`src/rtl/pipeline_sequencer.sv`:
```
// Stall/flush controller for the 5-stage pipeline.
// Handshake note: there is no valid/ready pair here; every control output is a
// pure function of the registered state and the current-cycle hazard inputs, so
// the pipeline registers see them in the same cycle (zero latency).
module pipeline_sequencer #(
  parameter int MUL_CYCLES = 4,
  parameter int CNT_W      = 16
) (
  input  logic             Clk,
  input  logic             Rst,
  input  logic [4:0]       IDRs,
  input  logic [4:0]       IDRt,
  input  logic             IDUsesRt,
  input  logic             IDIsMult,
  input  logic             EXMemRead,
  input  logic [4:0]       EXRt,
  input  logic             MEMBranchTaken,
  input  logic             StallClear,
  output logic             PCWrite,
  output logic             IFIDWrite,
  output logic             IDEXWrite,
  output logic             IDEXBubble,
  output logic             EXMEMBubble,
  output logic             IFIDFlush,
  output logic             IDEXFlush,
  output logic             EXMEMFlush,
  output logic             HiLoBusy,
  output logic [1:0]       State,
  output logic [CNT_W-1:0] StallCycles
);

  // Wide enough to hold MUL_CYCLES-1 (the first freeze count loaded).
  localparam int MW = (MUL_CYCLES > 2) ? $clog2(MUL_CYCLES) : 1;

  typedef enum logic [1:0] {
    ST_RUN      = 2'd0,
    ST_MUL_WAIT = 2'd1
  } state_t;

  state_t           state_q, state_d;
  logic [MW-1:0]    mul_cnt_q, mul_cnt_d;
  logic [CNT_W-1:0] stall_q;
  logic             load_use;
  logic             in_wait;

  // A load in EX feeds a source of the instruction in ID; $0 never creates a hazard.
  assign load_use = EXMemRead && (EXRt != 5'd0) &&
                    ((EXRt == IDRs) || (IDUsesRt && (EXRt == IDRt)));

  // Encodings 2 and 3 are never produced; they decode as RUN and fall back to RUN.
  assign in_wait = (state_q == ST_MUL_WAIT);

  // State and multiply-occupancy counter register.
  always_ff @(posedge Clk or negedge Rst) begin
    if (!Rst) begin
      state_q   <= ST_RUN;
      mul_cnt_q <= '0;
    end else begin
      state_q   <= state_d;
      mul_cnt_q <= mul_cnt_d;
    end
  end

  // Next state and hazard controls; priority is flush, freeze, load-use, mult entry.
  always_comb begin
    state_d     = ST_RUN;
    mul_cnt_d   = '0;
    PCWrite     = 1'b1;
    IFIDWrite   = 1'b1;
    IDEXWrite   = 1'b1;
    IDEXBubble  = 1'b0;
    EXMEMBubble = 1'b0;
    IFIDFlush   = 1'b0;
    IDEXFlush   = 1'b0;
    EXMEMFlush  = 1'b0;
    HiLoBusy    = 1'b0;
    if (MEMBranchTaken) begin
      // Everything behind the branch is wrong-path, including a HI/LO op in EX.
      IFIDFlush  = 1'b1;
      IDEXFlush  = 1'b1;
      EXMEMFlush = 1'b1;
    end else if (in_wait) begin
      // Hold the front of the pipe while the HI/LO op keeps EX busy.
      PCWrite     = 1'b0;
      IFIDWrite   = 1'b0;
      IDEXWrite   = 1'b0;
      EXMEMBubble = 1'b1;
      HiLoBusy    = 1'b1;
      if (mul_cnt_q > MW'(1)) begin
        state_d   = ST_MUL_WAIT;
        mul_cnt_d = mul_cnt_q - MW'(1);
      end
    end else if (load_use) begin
      PCWrite    = 1'b0;
      IFIDWrite  = 1'b0;
      IDEXBubble = 1'b1;
    end else if (IDIsMult && (MUL_CYCLES > 1)) begin
      // The op moves into EX on this edge and stays there MUL_CYCLES-1 more cycles.
      state_d   = ST_MUL_WAIT;
      mul_cnt_d = MW'(MUL_CYCLES - 1);
    end
  end

  // Saturating stall-cycle counter; clear has priority over counting.
  always_ff @(posedge Clk or negedge Rst) begin
    if (!Rst) begin
      stall_q <= '0;
    end else if (StallClear) begin
      stall_q <= '0;
    end else if (!PCWrite && !MEMBranchTaken && !(&stall_q)) begin
      stall_q <= stall_q + CNT_W'(1);
    end
  end

  assign State       = state_q;
  assign StallCycles = stall_q;

endmodule

```
`config.mk`:
```
export PLATFORM = sky130hd
export DESIGN_NAME = pipeline_sequencer
export DESIGN_NICKNAME = d
export VERILOG_FILES = /design/src/rtl/pipeline_sequencer.sv
export SDC_FILE = /design/constraint.sdc
export NUM_CORES = 1
export LEC_CHECK = 0
export ABC_AREA = 1
export ABC_CLOCK_PERIOD_IN_PS = 1920
export BUFFER_PORTS_ARGS = -buffer_cell sky130_fd_sc_hd__buf_2
export CAP_MARGIN = 30
export CORE_UTILIZATION = 52
export CTS_BUF_LIST = sky130_fd_sc_hd__clkbuf_4
export CTS_CLUSTER_SIZE = 16
export DETAILED_ROUTE_END_ITERATION = 10
export HOLD_SLACK_MARGIN = 0.15
export MAX_ROUTING_LAYER = met4
export PLACE_DENSITY = 0.82
export SLEW_MARGIN = 20
export SYNTH_ARGS = -nofsm -noshare
export SYNTH_HDL_FRONTEND = slang
export SYNTH_SLANG_ARGS = --single-unit
```
`constraint.sdc`:
```
create_clock -name Clk -period 1.92 [get_ports Clk]
set_input_delay 0.192 -clock Clk [delete_from_list [all_inputs] [get_ports Clk]]
set_output_delay 0.192 -clock Clk [all_outputs]
set_load 0.02 [all_outputs]
```
==> results of run 1 <==
==> state kept, by name, summed over array words and instances (netlist names) <==
signal,cells
StallCycles,16
State,1
mul_cnt_q,2
==> worst reg2reg max path: stages (launching register included) <==
cell	delay, ns
dfrtp_1	0.37
ha_2	0.20
nand3_2	0.14
nor3_4	0.24
nand2_2	0.10
nor2_4	0.14
nand3_4	0.18
buf_12	0.20
nand4_1	0.09
nand2_1	0.06
==> cells by family (layout without fill, tap and decap cells) <==
family | Yosys count | in the layout | share of synthesized area, %
AOI/OAI and AO/OA | 5 | 5 | 1.65
xor gates and xnor gates | 11 | 11 | 6.36
adders and majority gates | 1 | 1 | 0.826
buffers and inverters | 51 | 103 | 15.1
DFF | 19 | 19 | 31.4
other | 1 | 1 | 0.248
and+or+nand+nor | 144 | 146 | 44.4
==> cells in the final DEF, fill, tap and decap left out, types with 3 or more instances in the layout <==
| master | instances |
|---|---|
| nand2_1 | 64 |
| xor2_1 | 9 |
| buf_4 | 11 |
| o21ai_0 | 4 |
| nand4_1 | 17 |
| nand2_2 | 3 |
| dfrtp_1 | 19 |
| nor2_1 | 25 |
| nand3_1 | 25 |
| clkbuf_4 | 4 |
| buf_2 | 47 |
| inv_2 | 6 |
| inv_1 | 32 |
==> layer usage <==
| metal | up-vias | global-route usage, % | wire (microns) |
|---|---|---|---|
| met2 | 70 | 39.2 | 1810 |
| met1 | 726 | 35.4 | 1680 |
| met3 | 6 | 5.35 | 299 |
| li1 | 836 | - | - |
| met4 | 0 | 6.62 | 43 |
| met5 | - | - | 0 |
==> report_power, final <==
| part | total (mW) | switching (mW) | internal (mW) |
|---|---|---|---|
| sequential | 0.414 | 0.00585 | 0.408 |
| clock | 0.225 | 0.129 | 0.0954 |
| combinational | 0.172 | 0.110 | 0.0618 |
==> worst min path at each step <==
stage	from	to	slack, ns	depth (start not counted)
CTS	IDIsMult	mul_cnt_q[0]	0.21	5
finish	IDIsMult	mul_cnt_q[0]	0.21	5
global route	IDIsMult	mul_cnt_q[0]	0.25	5
floorplan	Rst	StallCycles[0]	-0.10	0
detailed placement	Rst	StallCycles[13]	0.15	1
global placement	Rst	StallCycles[13]	0.15	1
==> layout make-up <==
cell class,count,area (sq um),area share (%)
repair buffers,61,358,18.7
inverters,38,143,7.47
clock buffers,4,30.0,1.57
flip-flops and latches,19,475,24.9
multi-input cells,164,866,45.3
well taps,31,38.8,2.03
==> timing repair <==
item,CTS,global route
endpoints found under the setup margin,0,16
buffers inserted,0,7
gates resized for setup,0,7
endpoints found under the hold margin,22,0
hold buffers,2,0
==> run metrics, run 1 <==
worst r2r src StallCycles[1]; remaining global-route overflow 0; f_max 554 MHz; number of maximum-capacitance violations 0; Synth top cells by count nand2_1, inv_1, nand3_1, nor2_1, dfrtp_1; Detail Placement HPWL 2.51 mm; layout cells sized above 1 28.7%; antenna violations before repair 0; post-route ant nets 0; worst-skew pair later-pin latency 0.31 ns; first-pass GRT wire length 6.21 mm; vias in the first global route 1,381; final-report hold violation count 0; register area share after synthesis 31.4%; worst setup path endpoint StallCycles[6]; Final GP Congestion 0.870; ANT cells 0; Routed wire per std cell 12.1 microns; row cnt 19; synth warn 0; CP startpoint StallCycles[1]; Num CTS Buffers 3; placed cells 302; pins over their slew limit 0; IO buf count 47; ys async rst share 100%; Clock Tree Buf Depth 2; vias 1,638; leading area contributor after synthesis dfrtp_1; leak pwr 1.17 nW; Total GRT Usage 25.8%; H-tree depth 1; Req. time, crit path 2.13 ns; CP Capture Type flop; reg2reg end StallCycles[6]; Peak VDD IR 449 uV; core area 0.00276 sq mm; Root Driver clkbuf_4; crit path kind reg -> reg; fillers 234; startpoint types flop; Layout Cells excl Fill 317; IO Count 49; number of enable flip-flop cells after synthesis 0; cells on worst reg2reg path 9; top_reg_cell synth dfrtp_1; drt total wl 3.84 mm; DR vias/cell 5.17; die area 0.00313 sq mm; pin count of the biggest net entering global routing 33; Reg clk slew, reported paths 0.11 ns; Cell Pwr Density 424 mW/mm^2; worst path arrival time 2.02 ns; nets 310; synthesized cell area 0.00151 sq mm; die height 56.0 microns; synth top area cells dfrtp_1, nand2_1, nand3_1; Util after Layout 69.3%; mean post-synth cell area 6.53 sq um; min setup slack post-route 0.114 ns; Final min period 1.81 ns; r2r setup slk 0.11 ns; CTS sink cnt 19; placed cell area 0.00174 sq mm; syn_nets 255; dominant delay contributor by cell family on the critical path simple AND/OR/NAND/NOR gates; Die X 56.0 microns; crit share post-route 94.1%; final setup TNS 0 ns; skew final 0.00729 ns; Slowest-stage cell, CP dfrtp_1; final instance area 0.00191 sq mm; status complete, no violations; CP max FO 7; Initial DRC Count 88; Area growth syn-to-layout 26.2%; First-pass DRT Iterations 5; share of the synthesized area in the top cell type 31.4%; initial core utilization 54.9%; crit path cell chain ha_2, nand3_2, nor3_4, nand2_2, nor2_4, nand3_4, buf_12, nand4_1, nand2_1; distinct cell type count after synthesis 26; Worst path depth 9; hold slack 0.214 ns; final setup violation count 0; CTS tree yes; count leader, synth nand2_1; pre-CTS WS 0.0814 ns; drt drc 0; type of the tightest min-delay check in -> reg; Yosys reg bits 19; CP bufs+invs 1; max incr delay on CP 0.37 ns; overall power 0.810 mW; Gate Count Post-Synth 232
No activity file was read; power rests on OpenSTA's default activity.
==> run 2, diff against run 1 <==
- CORE_UTILIZATION: 52 -> 48
- PLACE_DENSITY: 0.82 -> 0.76
- RECOVER_POWER: unset -> 50
==> run metrics, run 2 (synthesized netlist as in run 1, its figures left out) <==
overall power 0.793 mW (was 0.810 mW); CTS tree yes (unchanged); crit share post-route 94.4% (was 94.1%); Peak VDD IR 379 uV (was 449 uV); Total GRT Usage 22.8% (was 25.8%); post-route ant nets 0 (unchanged); worst-skew pair later-pin latency 0.31 ns (about the same); max incr delay on CP 0.40 ns (was 0.37 ns); Root Driver clkbuf_4 (unchanged); Clock Tree Buf Depth 2 (unchanged); Die X 58.2 microns (was 56.0 microns); drt total wl 3.62 mm (was 3.84 mm); worst slew pin tran 1.02 ns; IO buf count 47 (unchanged); pins over their slew limit 0 (unchanged); DR vias/cell 4.87 (was 5.17); Req. time, crit path 2.17 ns (was 2.13 ns); f_max 552 MHz (was 554 MHz); type of the tightest min-delay check in -> reg (unchanged); vias 1,588 (was 1,638); FF/Latch Area 475 sq um (unchanged); Cell Pwr Density 424 mW/mm^2 (about the same); Final GP Congestion 0.863 (was 0.870); initial core utilization 50.0% (was 54.9%); CTS sink cnt 19 (unchanged); core area 0.00303 sq mm (was 0.00276 sq mm); remaining global-route overflow 0 (unchanged); final-report hold violation count 0 (unchanged); First-pass DRT Iterations 4 (was 5); antenna violations before repair 0 (unchanged); Initial DRC Count 66 (was 88); CP max FO 8 (was 7); fillers 300 (was 234); Detail Placement HPWL 2.44 mm (was 2.51 mm); most frequent cells in the layout nand2_1, buf_2, inv_1 (unchanged); number of maximum-capacitance violations 0 (unchanged); RSZ-0062 raised after global routing yes; row cnt 20 (was 19); CP Capture Type flop (unchanged); crit path kind reg -> reg (unchanged); Slowest-stage cell, CP dfrtp_1 (unchanged); H-tree depth 1 (unchanged); area of the multi-input gates 867 sq um (was 866 sq um); IO Count 49 (unchanged); startpoint types flop (unchanged); status complete, no violations (unchanged); final instance area 0.00187 sq mm (was 0.00191 sq mm); layout cells sized above 1 25.5% (was 28.7%); dominant delay contributor by cell family on the critical path simple AND/OR/NAND/NOR gates (unchanged); top sig layer met4 (unchanged); leak pwr 1.11 nW (was 1.17 nW); relative slew slack 32.1%; Reg clk slew, reported paths 0.12 ns (was 0.11 ns); WL met2 1.61 mm (was 1.81 mm); Routed wire per std cell 11.1 microns (was 12.1 microns); pre-CTS WS 0.142 ns (was 0.0814 ns); pin count of the biggest net entering global routing 33 (unchanged); ANT cells 0 (unchanged); final setup violation count 0 (unchanged); Area growth syn-to-layout 23.5% (was 26.2%); die area 0.00338 sq mm (was 0.00313 sq mm); CP bufs+invs 0 (was 1); worst path arrival time 2.07 ns (was 2.02 ns); min setup slack post-route 0.108 ns (was 0.114 ns); first-pass GRT wire length 5.82 mm (was 6.21 mm); Num CTS Buffers 3 (unchanged); final setup TNS 0 ns (unchanged); crit path cell chain ha_1, nand3_2, nor3_2, nand2_2, nor2_4, nand3_4, nand2_4, nand3_1, nand2_1 (was ha_2, nand3_2, nor3_4, nand2_2, nor2_4, nand3_4, buf_12, nand4_1, nand2_1); met1 WL 1.77 mm (was 1.68 mm); drt drc 0 (unchanged); DR WL met3 173 microns (was 299 microns); die height 58.2 microns (was 56.0 microns); skew final 0.00646 ns (was 0.00729 ns); placed cell area 0.00175 sq mm (was 0.00174 sq mm); vias in the first global route 1,381 (unchanged); Final min period 1.81 ns (about the same); max reg flops 16 (unchanged); commonest non-fill, non-tap cell in the layout nand2_1 (unchanged); nets 306 (was 310); hold slack 0.229 ns (was 0.214 ns)
-- run 2: worst register-to-register path, cell delays in order, from the launching register on --
cell     delay, ns
dfrtp_1       0.40
ha_1          0.21
nand3_2       0.12
nor3_2        0.25
nand2_2       0.11
nor2_4        0.17
nand3_4       0.17
nand2_4       0.18
nand3_1       0.09
nand2_1       0.07
-- run 2: report_power, final --
| group | switching [mW] | internal, mW | total (mW) | leakage (nW) |
|---|---|---|---|---|
| clock network | 0.132 | 0.0778 | 0.210 | 0.0177 |
| registers | 0.00602 | 0.408 | 0.414 | 0.262 |
| logic | 0.109 | 0.0600 | 0.169 | 0.829 |
-- run 2: path summary, 6_finish.rpt --
kind	from	end	slack, ns	depth (start not counted)
worst max-delay path	StallCycles[1]	StallCycles[12]	0.11	9
worst min-delay path	IDIsMult	mul_cnt_q[0]	0.23	5
worst max register to register	StallCycles[1]	StallCycles[12]	0.11	9
worst min register to register	mul_cnt_q[0]	mul_cnt_q[0]	0.56	3
max in group asynchronous	Rst	State[0]	0.73	2
min in group asynchronous	Rst	StallCycles[12]	0.57	2
-- run 2: final cells by class --
cell class | count | area share (%)
multi-input cells | 165 | 46.4
flip-flops and latches | 19 | 25.4
repair buffers | 56 | 16.1
inverters | 38 | 7.63
well taps | 44 | 2.95
clock buffers | 3 | 1.20
clock inverters | 1 | 0.268
-- run 2: through the flow --
stage / utilization [%] / instances
6_report: 61.7 / 326
5_1_grt: 61.7 / 326
4_1_cts: 59.3 / 320
3_5_place_dp: 57.7 / 314
3_3_place_gp: 57.7 / 314
2_1_floorplan: - / 232
-- run 2: metal layers --
| layer | GRT usage, % | vias to the layer above |
|---|---|---|
| li1 | - | 831 |
| met5 | - | - |
| met1 | 31.0 | 704 |
| met2 | 35.5 | 44 |
| met3 | 2.01 | 9 |
| met4 | 8.16 | 0 |
-- run 2: what timing repair did --
item,4_1_cts,5_1_grt
endpoints found under the hold margin,22,0
gates resized for setup,0,5
endpoints found under the setup margin,0,18
hold buffers,2,0
buffers inserted,0,3
==> run 3, diff against run 2 <==
- GPL_TIMING_DRIVEN: unset -> 0
- HOLD_SLACK_MARGIN: 0.15 -> 0.1
==> run metrics, run 3 (synthesized netlist as in run 1, its figures left out) <==
status complete, no violations (unchanged); Most Crowded Layer GR met2 (unchanged); cells on worst reg2reg path 9 (unchanged); Hold Path Sink StallCycles[15] (was mul_cnt_q[0]); H-tree depth 1 (unchanged); pins over their slew limit 0 (unchanged); hold depth 4 (was 5); type of the tightest min-delay check in -> reg (unchanged); startpoint types flop (unchanged); final setup violation count 0 (unchanged); vias in the first global route 1,376 (was 1,381); worst path arrival time 1.98 ns (was 2.07 ns); drt total wl 3.57 mm (was 3.62 mm); reg2reg end StallCycles[2] (was StallCycles[12]); first-pass GRT wire length 5.94 mm (was 5.82 mm); crit share post-route 92.7% (was 94.4%); Num CTS Buffers 3 (unchanged); final instance area 0.00190 sq mm (was 0.00187 sq mm); Peak VDD IR 317 uV (was 379 uV); Cell Pwr Density 435 mW/mm^2 (was 424 mW/mm^2); worst r2r src StallCycles[1] (unchanged); CTS tree yes (unchanged); most frequent cells in the layout nand2_1, buf_2, inv_1 (unchanged); Reg clk slew, reported paths 0.12 ns (about the same); nets 311 (was 306); met2 usage in global routing 35.3% (was 35.5%); met1 Use GR 32.1% (was 31.0%); placed cells 323 (was 314); Req. time, crit path 2.12 ns (was 2.17 ns); pin count of the biggest net entering global routing 20 (was 33); First-pass DRT Iterations 4 (unchanged); min-delay src StallClear (was IDIsMult); initial core utilization 50.0% (unchanged); Routed wire per std cell 10.8 microns (was 11.1 microns); antenna violations before repair 0 (unchanged); final setup TNS 0 ns (unchanged); die height 58.2 microns (unchanged); drt drc 0 (unchanged); f_max 562 MHz (was 552 MHz); IO Count 49 (unchanged); relative slew slack 31.7% (was 32.1%); Clock Tree Buf Depth 2 (unchanged); placed cell area 0.00180 sq mm (was 0.00175 sq mm); pre-CTS WS 0.0945 ns (was 0.142 ns); core area 0.00303 sq mm (unchanged); CP max FO 10 (was 8); CTS sink cnt 19 (unchanged); ANT cells 0 (unchanged); GR met3 Demand/Resource 4.91% (was 2.01%); number of maximum-capacitance violations 0 (unchanged); crit path kind reg -> reg (unchanged); row cnt 20 (unchanged); worst-skew pair later-pin latency 0.31 ns (about the same); overall power 0.825 mW (was 0.793 mW); IO buf count 47 (unchanged); die area 0.00338 sq mm (unchanged); layout cells sized above 1 26.1% (was 25.5%); Final GP Congestion 0.899 (was 0.863); Detail Placement HPWL 2.68 mm (was 2.44 mm); Total GRT Usage 23.2% (was 22.8%); skew final 0.0140 ns (was 0.00646 ns); Area growth syn-to-layout 25.4% (was 23.5%); Root Driver clkbuf_4 (unchanged); worst slew pin tran 1.02 ns (about the same); CP Capture Type flop (unchanged); vias 1,620 (was 1,588); min setup slack post-route 0.140 ns (was 0.108 ns); r2r setup slk 0.14 ns (was 0.11 ns); post-route ant nets 0 (unchanged); Initial DRC Count 73 (was 66); Die X 58.2 microns (unchanged); DR vias/cell 4.89 (was 4.87); Layout Cells excl Fill 331 (was 326); commonest non-fill, non-tap cell in the layout nand2_1 (unchanged); max reg flops 16 (unchanged); Final min period 1.78 ns (was 1.81 ns); final-report hold violation count 0 (unchanged); remaining global-route overflow 0 (unchanged); leak pwr 1.14 nW (was 1.11 nW)
## run 3: cell types whose count changed in the layout (fill, tap and decap cells not counted), sizes merged
| cell | change |
|---|---|
| clkinv | -1 |
| dlygate4sd3 | -1 |
| clkbuf | +7 |
| nand2 | -1 |
| buf | +3 |
| nand3 | -2 |
## run 3: worst max-delay path: stages (launching register included)
cell	delay (ns)
dfrtp_1	0.40
ha_2	0.22
nand3_2	0.14
nor3_4	0.23
nand2_2	0.10
nor2_4	0.12
nand3_4	0.13
buf_6	0.18
nand4_1	0.10
nand2_1	0.06
## run 3: power by group
part | internal (mW) | total [mW] | switching [mW]
Clock | 0.0953 | 0.225 | 0.130
Combinational | 0.0747 | 0.186 | 0.111
Sequential | 0.408 | 0.414 | 0.00592
Total | 0.578 | 0.825 | 0.247
## run 3: how the worst max path moves through the flow
stage                         from  depth (start not counted)              to
floorplan                 State[0]                          7         PCWrite
global placement           EXRt[0]                         13         PCWrite
detailed placement         EXRt[4]                         13         PCWrite
CTS                       State[0]                          8         PCWrite
global route        StallCycles[1]                         10  StallCycles[2]
finish              StallCycles[1]                          9  StallCycles[2]
## run 3: what timing repair did
action	in CTS	in global routing
hold endpoints to repair	19	0
hold buffers	1	0
pin swaps	0	2
resized for setup	2	10
buffers inserted	0	3
endpoints found under the setup margin	1	17
## run 3: per-layer routing
metal	part of all wire [%]	wire length (microns)
met1	48	1720
met2	46	1650
met3	4.3	153
met4	1.4	50
met5	0	0
## run 3: layout make-up
class                           instances  area, sq um
Tap cell                               44         55.1
Timing Repair Buffer                   51          258
Sequential cell                        19          475
Clock buffer                            4         30.0
Inverter                               38          143
Multi-Input combinational cell        162          838
Fill cell                             292         1130
Buffer                                 13         98.8
## run 3: stage by stage
| step | hold slack [ns] | utilization, % |
|---|---|---|
| after floorplan | -0.104 | - |
| after global routing | 0.222 | 62.7 |
| after global placement | 0.155 | 59.6 |
| final | 0.200 | 62.7 |
| after CTS | 0.133 | 61.2 |
| after detailed placement | 0.157 | 59.6 |
